[src/rtl/usb_pkg.sv]
// Shared USB full-speed definitions: PID codes, PID classes and CRC5 constants.
// Used by usb_fs_rx, usb_fs_tx and the packet relay.
package usb_pkg;

    localparam logic [3:0] PID_OUT   = 4'b0001;
    localparam logic [3:0] PID_IN    = 4'b1001;
    localparam logic [3:0] PID_SOF   = 4'b0101;
    localparam logic [3:0] PID_SETUP = 4'b1101;
    localparam logic [3:0] PID_DATA0 = 4'b0011;
    localparam logic [3:0] PID_DATA1 = 4'b1011;
    localparam logic [3:0] PID_ACK   = 4'b0010;
    localparam logic [3:0] PID_NAK   = 4'b1010;
    localparam logic [3:0] PID_STALL = 4'b1110;

    // The two low PID bits select the packet class.
    localparam logic [1:0] PID_CLASS_SPECIAL   = 2'b00;
    localparam logic [1:0] PID_CLASS_TOKEN     = 2'b01;
    localparam logic [1:0] PID_CLASS_HANDSHAKE = 2'b10;
    localparam logic [1:0] PID_CLASS_DATA      = 2'b11;

    localparam logic [4:0] CRC5_POLY    = 5'b00101;
    localparam logic [4:0] CRC5_INIT    = 5'b11111;
    localparam logic [4:0] CRC5_RESIDUE = 5'b01100;

    function automatic logic [1:0] pid_class(input logic [3:0] pid);
        return pid[1:0];
    endfunction

endpackage

[src/rtl/usb_crc5.sv]
// Combinational USB token CRC5 over an 11-bit field sent LSB first.
// Output is inverted and bit-reversed so crc5[0] is the first CRC bit on the wire.
module usb_crc5
    import usb_pkg::*;
(
    input  logic [10:0] data,
    output logic [4:0]  crc5
);

    logic [4:0] lfsr;

    // NOTE: blocking assignments here because lfsr is a combinational running value
    // updated once per loop iteration; non-blocking would only keep the last step.
    always_comb begin
        lfsr = CRC5_INIT;
        crc5 = '0;
        for (int i = 0; i < 11; i++) begin
            if (data[i] ^ lfsr[4]) begin
                lfsr = {lfsr[3:0], 1'b0} ^ CRC5_POLY;
            end else begin
                lfsr = {lfsr[3:0], 1'b0};
            end
        end
        for (int i = 0; i < 5; i++) begin
            crc5[i] = ~lfsr[4-i];
        end
    end

endmodule

[src/rtl/usb_pkt_relay.sv]
// Store-and-forward relay from the usb_fs_rx packet interface to the usb_fs_tx pull interface.
// Buffers one packet, drops bad/short/oversized/overlapping ones, rebuilds token bytes, replays.
module usb_pkt_relay
    import usb_pkg::*;
#(
    parameter int DEPTH = 72,
    parameter int CNT_W = 8
) (
    input  logic             clk_12mhz,
    input  logic             reset,
    input  logic             rx_pkt_start,
    input  logic             rx_pkt_end,
    input  logic             rx_pkt_valid,
    input  logic [3:0]       rx_pid,
    input  logic [6:0]       rx_addr,
    input  logic [3:0]       rx_endp,
    input  logic [10:0]      rx_frame_num,
    input  logic             rx_data_put,
    input  logic [7:0]       rx_data,
    output logic             tx_pkt_start,
    output logic [3:0]       tx_pid,
    output logic             tx_data_avail,
    output logic [7:0]       tx_data,
    input  logic             tx_data_get,
    input  logic             tx_pkt_end,
    output logic [CNT_W-1:0] drop_count,
    output logic             busy
);

    localparam int PTR_W = $clog2(DEPTH + 1);
    localparam int IDX_W = $clog2(DEPTH);

    typedef enum logic [2:0] {S_IDLE, S_CAPTURE, S_LOAD, S_START, S_SEND} state_t;

    state_t           state;
    logic [7:0]       mem [DEPTH];
    logic [PTR_W-1:0] wr_ptr;
    logic [PTR_W-1:0] rd_ptr;
    logic [PTR_W-1:0] rd_next;
    logic [PTR_W-1:0] count;

    logic             is_sof, is_token, is_data, buf_full, get;
    logic [10:0]      crc_in;
    logic [4:0]       crc5;
    logic [7:0]       tok_byte0, tok_byte1;
    logic             wr_en;
    logic [IDX_W-1:0] wr_addr;
    logic [7:0]       wr_data;
    logic             drop;

    usb_crc5 u_crc5 (.data(crc_in), .crc5(crc5));

    // NOTE: every signal gets a default at the top of each always_comb so no path
    // leaves it unassigned and no latch is inferred.
    always_comb begin
        is_sof    = (rx_pid == PID_SOF);
        is_token  = (pid_class(rx_pid) == PID_CLASS_TOKEN);
        is_data   = (pid_class(rx_pid) == PID_CLASS_DATA);
        buf_full  = (wr_ptr == PTR_W'(DEPTH));
        get       = tx_data_get && tx_data_avail;
        rd_next   = rd_ptr + PTR_W'(1);
        crc_in    = is_sof ? rx_frame_num : {rx_endp, rx_addr};
        tok_byte0 = crc_in[7:0];
        tok_byte1 = {crc5, crc_in[10:8]};
    end

    // Single write port: token byte 0 goes in on the valid end cycle, byte 1 during LOAD.
    always_comb begin
        wr_en   = 1'b0;
        wr_addr = '0;
        wr_data = rx_data;
        if (state == S_CAPTURE) begin
            if (rx_pkt_end) begin
                wr_en   = rx_pkt_valid && is_token;
                wr_data = tok_byte0;
            end else if (rx_data_put && !buf_full) begin
                wr_en   = 1'b1;
                wr_addr = wr_ptr[IDX_W-1:0];
            end
        end else if (state == S_LOAD && is_token) begin
            wr_en   = 1'b1;
            wr_addr = IDX_W'(1);
            wr_data = tok_byte1;
        end
    end

    always_comb begin
        drop = 1'b0;
        case (state)
            S_IDLE:    drop = 1'b0;
            S_CAPTURE: drop = rx_pkt_start ||
                              (rx_pkt_end ? !rx_pkt_valid : (rx_data_put && buf_full));
            S_LOAD:    drop = rx_pkt_start || (is_data && wr_ptr < PTR_W'(2));
            default:   drop = rx_pkt_start;
        endcase
    end

    // NOTE: packet contents are fully rewritten before being read, so the array carries
    // no reset and can map onto plain RAM.
    always_ff @(posedge clk_12mhz) begin
        if (wr_en) begin
            mem[wr_addr] <= wr_data;
        end
    end

    // NOTE: all sequential state uses non-blocking assignments so every register
    // samples the pre-edge values regardless of statement order.
    always_ff @(posedge clk_12mhz) begin
        if (reset) begin
            state         <= S_IDLE;
            wr_ptr        <= '0;
            rd_ptr        <= '0;
            count         <= '0;
            tx_pkt_start  <= 1'b0;
            tx_pid        <= '0;
            tx_data_avail <= 1'b0;
            tx_data       <= '0;
            drop_count    <= '0;
        end else begin
            tx_pkt_start <= 1'b0;
            if (drop && drop_count != '1) begin
                drop_count <= drop_count + CNT_W'(1);
            end
            case (state)
                S_IDLE: begin
                    if (rx_pkt_start) begin
                        wr_ptr <= '0;
                        state  <= S_CAPTURE;
                    end
                end
                S_CAPTURE: begin
                    if (rx_pkt_end) begin
                        state <= rx_pkt_valid ? S_LOAD : S_IDLE;
                    end else if (rx_data_put) begin
                        if (buf_full) state <= S_IDLE;
                        else          wr_ptr <= wr_ptr + PTR_W'(1);
                    end
                end
                S_LOAD: begin
                    if (is_data && wr_ptr < PTR_W'(2)) begin
                        state <= S_IDLE;
                    end else begin
                        // Data drops its CRC16 (tx regenerates it); tokens are two rebuilt bytes.
                        if (is_data)       count <= wr_ptr - PTR_W'(2);
                        else if (is_token) count <= PTR_W'(2);
                        else               count <= '0;
                        tx_pid       <= rx_pid;
                        tx_pkt_start <= 1'b1;
                        state        <= S_START;
                    end
                end
                S_START: begin
                    rd_ptr        <= '0;
                    tx_data       <= mem[0];
                    tx_data_avail <= (count != '0);
                    state         <= S_SEND;
                end
                S_SEND: begin
                    if (tx_pkt_end) begin
                        tx_data_avail <= 1'b0;
                        state         <= S_IDLE;
                    end else if (get) begin
                        rd_ptr  <= rd_next;
                        tx_data <= mem[rd_next[IDX_W-1:0]];
                        if (rd_next == count) tx_data_avail <= 1'b0;
                    end
                end
                default: state <= S_IDLE;
            endcase
        end
    end

    assign busy = (state != S_IDLE);

endmodule

[config.mk]
export PLATFORM = sky130hd
export DESIGN_NAME = usb_pkt_relay
export DESIGN_NICKNAME = d
export VERILOG_FILES = /design/src/rtl/usb_pkg.sv /design/src/rtl/usb_crc5.sv /design/src/rtl/usb_pkt_relay.sv
export SDC_FILE = /design/constraint.sdc
export NUM_CORES = 1
export LEC_CHECK = 0
export BUFFER_PORTS_ARGS = -buffer_cell sky130_fd_sc_hd__buf_2
export CORE_MARGIN = 2
export CORE_UTILIZATION = 30
export CTS_BUF_LIST = sky130_fd_sc_hd__clkbuf_8
export DETAILED_ROUTE_END_ITERATION = 6
export MAX_ROUTING_LAYER = met4
export PLACE_DENSITY = 0.49
export SLEW_MARGIN = 20
export SYNTH_ARGS = -nofsm -noshare
export SYNTH_HDL_FRONTEND = slang
export SYNTH_SLANG_ARGS = --single-unit
[constraint.sdc]
create_clock -name clk_12mhz -period 5.9 [get_ports clk_12mhz]
set_clock_uncertainty 0.2 [all_clocks]
set_input_delay 0.59 -clock clk_12mhz [delete_from_list [all_inputs] [get_ports clk_12mhz]]
set_output_delay 0.59 -clock clk_12mhz [all_outputs]
set_load 0.01 [all_outputs]
## Yosys cells after proc, flatten, opt, wreduce, memory -nomap -nowiden

Memory sizes are Yosys's and may differ from the RTL's.
Index checks and enable logic that the tools add are counted.

| operators by class | value |
|---|---|
| add/sub/neg operators | 4 |
| order comparisons | 1 |
| eq/ne operators | 21 |
| muxes and demuxes | 53 |
| bitwise logic cells | 27 |
| reduce and logical (&&, ||, !) cells | 22 |

Operator list:

| kind | count |
|---|---|
| 7-bit 2-to-1 mux | 10 |
| 3-bit 2-to-1 mux | 16 |
| 8-bit 2-to-1 mux | 5 |
| 7-bit one-hot mux with 2 select lines | 2 |
| 2-bit inverter | 10 |
| 8-bit one-hot mux with 2 select lines | 1 |
| 3-bit one-hot mux with 5 select lines | 1 |
| 7-bit by 1-bit adder with 7-bit output (second input constant) | 2 |
| 2-bit inequality test (second input constant) | 7 |
| 1-bit 2-to-1 mux | 12 |
| 3-bit inequality test (second input constant) | 4 |
| 11-bit 2-to-1 mux | 1 |
| 8-bit by 1-bit adder with 8-bit output (second input constant) | 1 |
| 8-bit inequality test (second input constant) | 1 |
| 1-bit bitwise XOR | 8 |
| 7-bit equality test | 1 |
| 7-bit equality test (second input constant) | 1 |
| 1-bit logical AND | 7 |
| 7-bit by 2-bit less-than comparator with 1-bit output (second input constant) | 1 |
| 1-bit inverter | 7 |
| 7-bit nonzero test | 1 |
| 7-bit by 2-bit subtractor with 7-bit output (second input constant) | 1 |
| 3-bit by 2-bit equality test with 1-bit output (second input constant) | 2 |
| 2-bit 2-to-1 mux | 3 |
| other kinds (18) | 23 |

| word-level totals | value |
|---|---|
| bits in registers | 46 |
| memory bits (writable) | 576 |
| input bits | 42 |
| output and inout port bits | 23 |
| word-level logic and storage cells | 138 |
| memories kept | 1 |

Memories:

| memory | words | bits a word | rd ports | clocked after Yosys merged registers in | wr ports | line | RTL |
|---|---|---|---|---|---|---|---|
| mem | 72 | 8 | 2 | 0 | 1 | usb_pkt_relay.sv:36 | `logic [7:0] mem [DEPTH];` |

## Longest topological paths before layout

| depth | value |
|---|---|
| depth in word-level cells | 26 |
| depth in mapped cells | 11 |
| gate-level depth less buffers | 8 |

## By module

From an unflattened synthesis, not the netlist that was laid out.

| unflattened totals | value |
|---|---|
| cell total of the unflattened synthesis | 1480 |
| area, all modules | 25627.1 um^2 |

Modules (own cells, without submodules):

| module | times used | cells each | area an instance (um^2) | sequential area each (um^2) |
|---|---|---|---|---|
| usb_pkt_relay | 1 | 1464 | 25449.4 | 18217.5 |
| usb_crc5 | 1 | 16 | 177.7 | 0.0 |

## Least setup slack after synthesis

Ideal clock, no wire load.

| path | value |
|---|---|
| path kind | input port to flip-flop |
| from | in rx_pid[3] |
| to | mem mem[0][3], data pin |
| library setup time | 807 ps |
| arrival time | 4915 ps |
| required time | 4893 ps |
| slack | -21 ps |
| stages | 7 |
| buffers on the path | 1 |
| path through | nor4bb_1 > buf_4 > mux2i_1 > xor2_1 > xnor2_1 > xnor2_1 > a221oi_1 |

| on the way | value |
|---|---|
| cells in the longest elaborated chain, start to end | 15 |
| elaborated cells on any way between the ends | 25 |
| those cells by class | 1 x eq/ne; 13 x mux; 11 x bitwise |

Ends and longest elaborated chain:

| item | line | RTL |
|---|---|---|
| start, declared | usb_pkt_relay.sv:14 | `input logic [3:0] rx_pid,` |
| 4-bit by 3-bit equality test with 1-bit output (*) | usb_pkt_relay.sv:56 | `is_sof = (rx_pid == PID_SOF);` |
| 11-bit 2-to-1 mux (*) | usb_pkt_relay.sv:62 | `crc_in = is_sof ? rx_frame_num : {rx_endp, rx_addr};` |
| 1-bit bitwise XOR | usb_crc5.sv:18 | `if (data[i] ^ lfsr[4]) begin` |
| 3-bit 2-to-1 mux (2 in a row) | usb_crc5.sv:18 |  |
| 2-bit inverter (no source line) | -- |  |
| 3-bit 2-to-1 mux | usb_crc5.sv:18 |  |
| 1-bit bitwise XOR | usb_crc5.sv:18 |  |
| 3-bit 2-to-1 mux (2 in a row) | usb_crc5.sv:18 |  |
| 2-bit inverter (no source line) | -- |  |
| 3-bit 2-to-1 mux | usb_crc5.sv:18 |  |
| 1-bit inverter | usb_crc5.sv:25 | `crc5[i] = ~lfsr[4-i];` |
| 8-bit 2-to-1 mux | usb_pkt_relay.sv:80 | `end else if (state == S_LOAD && is_token) begin` |
| 8-bit 2-to-1 mux (*) | usb_pkt_relay.sv:72 | `if (state == S_CAPTURE) begin` |
| net wr_data[3] | usb_pkt_relay.sv:48 | `logic [7:0] wr_data;` |
| end, declared | usb_pkt_relay.sv:36 |  |

The timed path passes the listed nets; every way through them passes the cells marked *.

## Worst setup path in the final report

| path | value |
|---|---|
| from | reg state[0] |
| to | mem mem[18][4], enable pin |

| on the way | value |
|---|---|
| cells in the longest elaborated chain, start to end | 6 |
| elaborated cells on any way between the ends | 9 |
| those cells by class | 2 x eq/ne; 6 x mux; 1 x reduce/logical |

Ends and longest elaborated chain:

| item | line | RTL |
|---|---|---|
| start, declared | usb_pkt_relay.sv:35 | `state_t state;` |
| start signal, assigned | usb_pkt_relay.sv:133 | `state <= rx_pkt_valid ? S_LOAD : S_IDLE;` |
| 3-bit by 2-bit equality test with 1-bit output | usb_pkt_relay.sv:80 |  |
| 1-bit logical AND | usb_pkt_relay.sv:80 |  |
| 1-bit 2-to-1 mux | usb_pkt_relay.sv:80 |  |
| 1-bit 2-to-1 mux | usb_pkt_relay.sv:72 |  |
| 1-bit 2-to-1 mux | usb_pkt_relay.sv:101 | `if (wr_en) begin` |
| 1-bit 2-to-1 mux (implied by the code) | usb_pkt_relay.sv:102 | `mem[wr_addr] <= wr_data;` |

Several ways; a longest one is shown, not always the timed one.

==> impl_metrics.yaml <==
status:
  status: "finished with violations"
  failed_checks: "design-rule violations"
die:
  io_pins: 65
  rows: 107
  core_area_mm2: 0.0851
  die_width_um: 297
  fp.dieH_um: 297
  die-area_mm2: 0.0884
  initial_utilization_pct: 30.3
grt:
  antenna_found_initial: 1
  grt_pass1_wl_um: 103000
  grt-ovfl-total: 0
  grt_usage_pct: 16.2
  grt_max_degree: 84
  first_global_vias: 14900
sta:
  fmax_mhz: 239
  tns_ns: 0
  rsz0062_at_grt: "false"
  slew_headroom_pct: 23.8
  hold_viol: 0
  setup_viol: 0
  slew_viol_final: 0
  period_needed_ns: 4.19
  worst_pin_slew_ns: 1.14
  period_share_pct: 71.0
  fin_hold_ws_ns: 0.0725
synthesis:
  synth-seq-area-share_pct: 70.6
  ys_ff_latch: 622
  synth_cell_types: 72
  synth_area_mm2: 0.0258
  syn-num-nets: 1595
  synth_area_leaders: "edfxtp_1, mux4_2, dfxtp_1"
  synth_ff_type: "edfxtp_1"
  synth-edff-count: 576
  yosysTopAreaCell: "edfxtp_1"
  yosysWarningCount: 0
  synth_top_cell_area_share_pct: 67.0
  avgSynthCellArea_um2: 16.7
  async_flop_share_pct: 0
  synth_cells: 1547
cts:
  clkTransAtPathRegs_ns: 0.06
  cts-htree-levels: 3
  holdBufCountCts: 7
  cts_root_buf: "clkbuf_8"
  cts_tree: "yes"
  clock_latency_ns: 0.72
  cts.repair_timing.setup_buffer_count: 0
  post_cts.resized_instances: 0
  clock_sinks: 622
  cts_made_buffers: 101
  clockBufferDepth: 3
pwr:
  p_leak_nw: 9.25
  power.density_mw_per_mm2: 303
  vdd_drop_max_v: 0.000172
  finalPower_mw: 8.97
critical_path:
  slowest_delay_ns: 1.07
  criticalPathCategory: "flip-flop to flip-flop"
  cp_max_fo: 10
  crit_required_ns: 6.02
  path_cells: "or3b_1 > nor2_4 > and3b_1 > nand4_1 > nor2_1"
  cp_top_family: "simple AND/OR/NAND/NOR gates"
  arrival_ns: 4.31
  crit_slowest_cell: "nor2_1"
  path_buf_inv: 0
  crit_path_end_kind: "flip-flop"
  startpoint_type: "flip-flop"
route:
  drcViolationCount: 1
  dr.pass1.iters: 7
  ant_nets: 0
  drt-initial-drc-count: 1423
  vias: 14600
  wirelength_um: 70100
  avgRoutedWirePerCell_um: 24.2
  viasPerCell: 5.03
placement:
  place_congestion: 0.836
  dp.cells: 2695
  dpl.hpwl_um: 45000
  numPortBuffers: 64
finish:
  fin_cells: 2894
  fin_nets: 1709
  syn_to_final_growth_pct: 14.7
  utilization_pct: 34.8
  final_layout_size_suffix_gt1_share_pct: 22.1
job:
  drv_cap: 0
hold_path:
  hp-class: "input port to flip-flop"
[report_power, final]
group | leakage, nW | switching (mW) | internal, mW
logic | 2.60 | 0.256 | 0.0788
clock network | 1.12 | 1.76 | 1.97
registers | 5.53 | 0.00830 | 4.90
total | 9.25 | 2.02 | 6.95
[layer usage]
metal,share of wire (%),vias up,global-route usage [%]
met4,2.0,0,4.95
met3,5.8,89,2.45
met1,45,7602,22.3
met5,0,-,-
li1,-,6371,-
met2,47,495,25.0
[cell type report]
cell class,count,area (µm²)
diodes,4,10.0
clock inverters,86,592
multi-input cells,827,7260
inverters,7,26.3
fillers,8186,55600
repair buffers,102,648
well taps,1144,1430
flip-flops and latches,622,18200
clock buffers,102,1400
[sequential cells by signal, summed over array words and instances (netlist names)]
| signal | flops |
|---|---|
| count | 7 |
| drop_count | 8 |
| mem | 576 |
| rd_ptr | 7 |
| state | 3 |
| tx_data | 8 |
| tx_data_avail | 1 |
| tx_pid | 4 |
| tx_pkt_start | 1 |
| wr_ptr | 7 |
[cells in the final DEF, fill, tap and decap left out, types with 13 or more instances in the layout]
| cell type | instances |
|---|---|
| edfxtp_1 | 576 |
| nor2_1 | 148 |
| nand2_1 | 142 |
| mux4_2 | 124 |
| clkbuf_8 | 102 |
| buf_2 | 64 |
| mux2i_1 | 55 |
| dfxtp_1 | 45 |
| nand3_1 | 44 |
| inv_1 | 35 |
| xnor2_1 | 33 |
| a21oi_1 | 29 |
| clkinv_1 | 29 |
| buf_4 | 29 |
| xor2_1 | 18 |
| nor3_1 | 17 |
| nand4_1 | 16 |
| clkinv_2 | 14 |
| and2_1 | 13 |
[synthesized netlist by cell type (10+ instances only)]
master	count
buf_2	36
clkbuf_1	24
mux4_2	124
edfxtp_1	576
dfxtp_1	46
o21ai_0	13
nand4_1	16
buf_4	16
a32oi_1	10
xnor2_1	33
nand3_1	44
and3_1	10
buf_1	13
and2_1	13
a211oi_1	11
nor3_1	17
a21oi_1	29
mux2i_1	55
nand2_1	142
nor2_1	148
xor2_1	18
[cell families after synthesis]
logic type,Yosys count,synth area share (%)
compound gates,147,4.41
fa+ha+maj,6,0.291
xor+xnor,54,1.96
mux,179,13.0
buf+inv,98,1.89
flops,622,70.6
simple gates,441,7.87
[worst min-delay path: stages]
cell and delay, ns:
buf_2 0.17, mux2i_1 0.09, nor2_1 0.07
[metrics by stage]
step	area, µm²	setup WS [ns]
CTS	29600	1.75
floorplan	25800	0.170
detailed placement	27500	1.62
global placement	27500	1.65
global route	29600	1.44
finish	29600	1.71
[worst paths after layout]
check	from	end	slack, ns	cells past startpoint
max	state[0]	mem[18][4]	1.71	5
min	rx_pid[1]	tx_pid[1]	0.07	3
max reg2reg	state[0]	mem[18][4]	1.71	5
min reg2reg	count[0]	count[0]	0.30	2
Note: power is estimated with default switching activity, not from simulation.
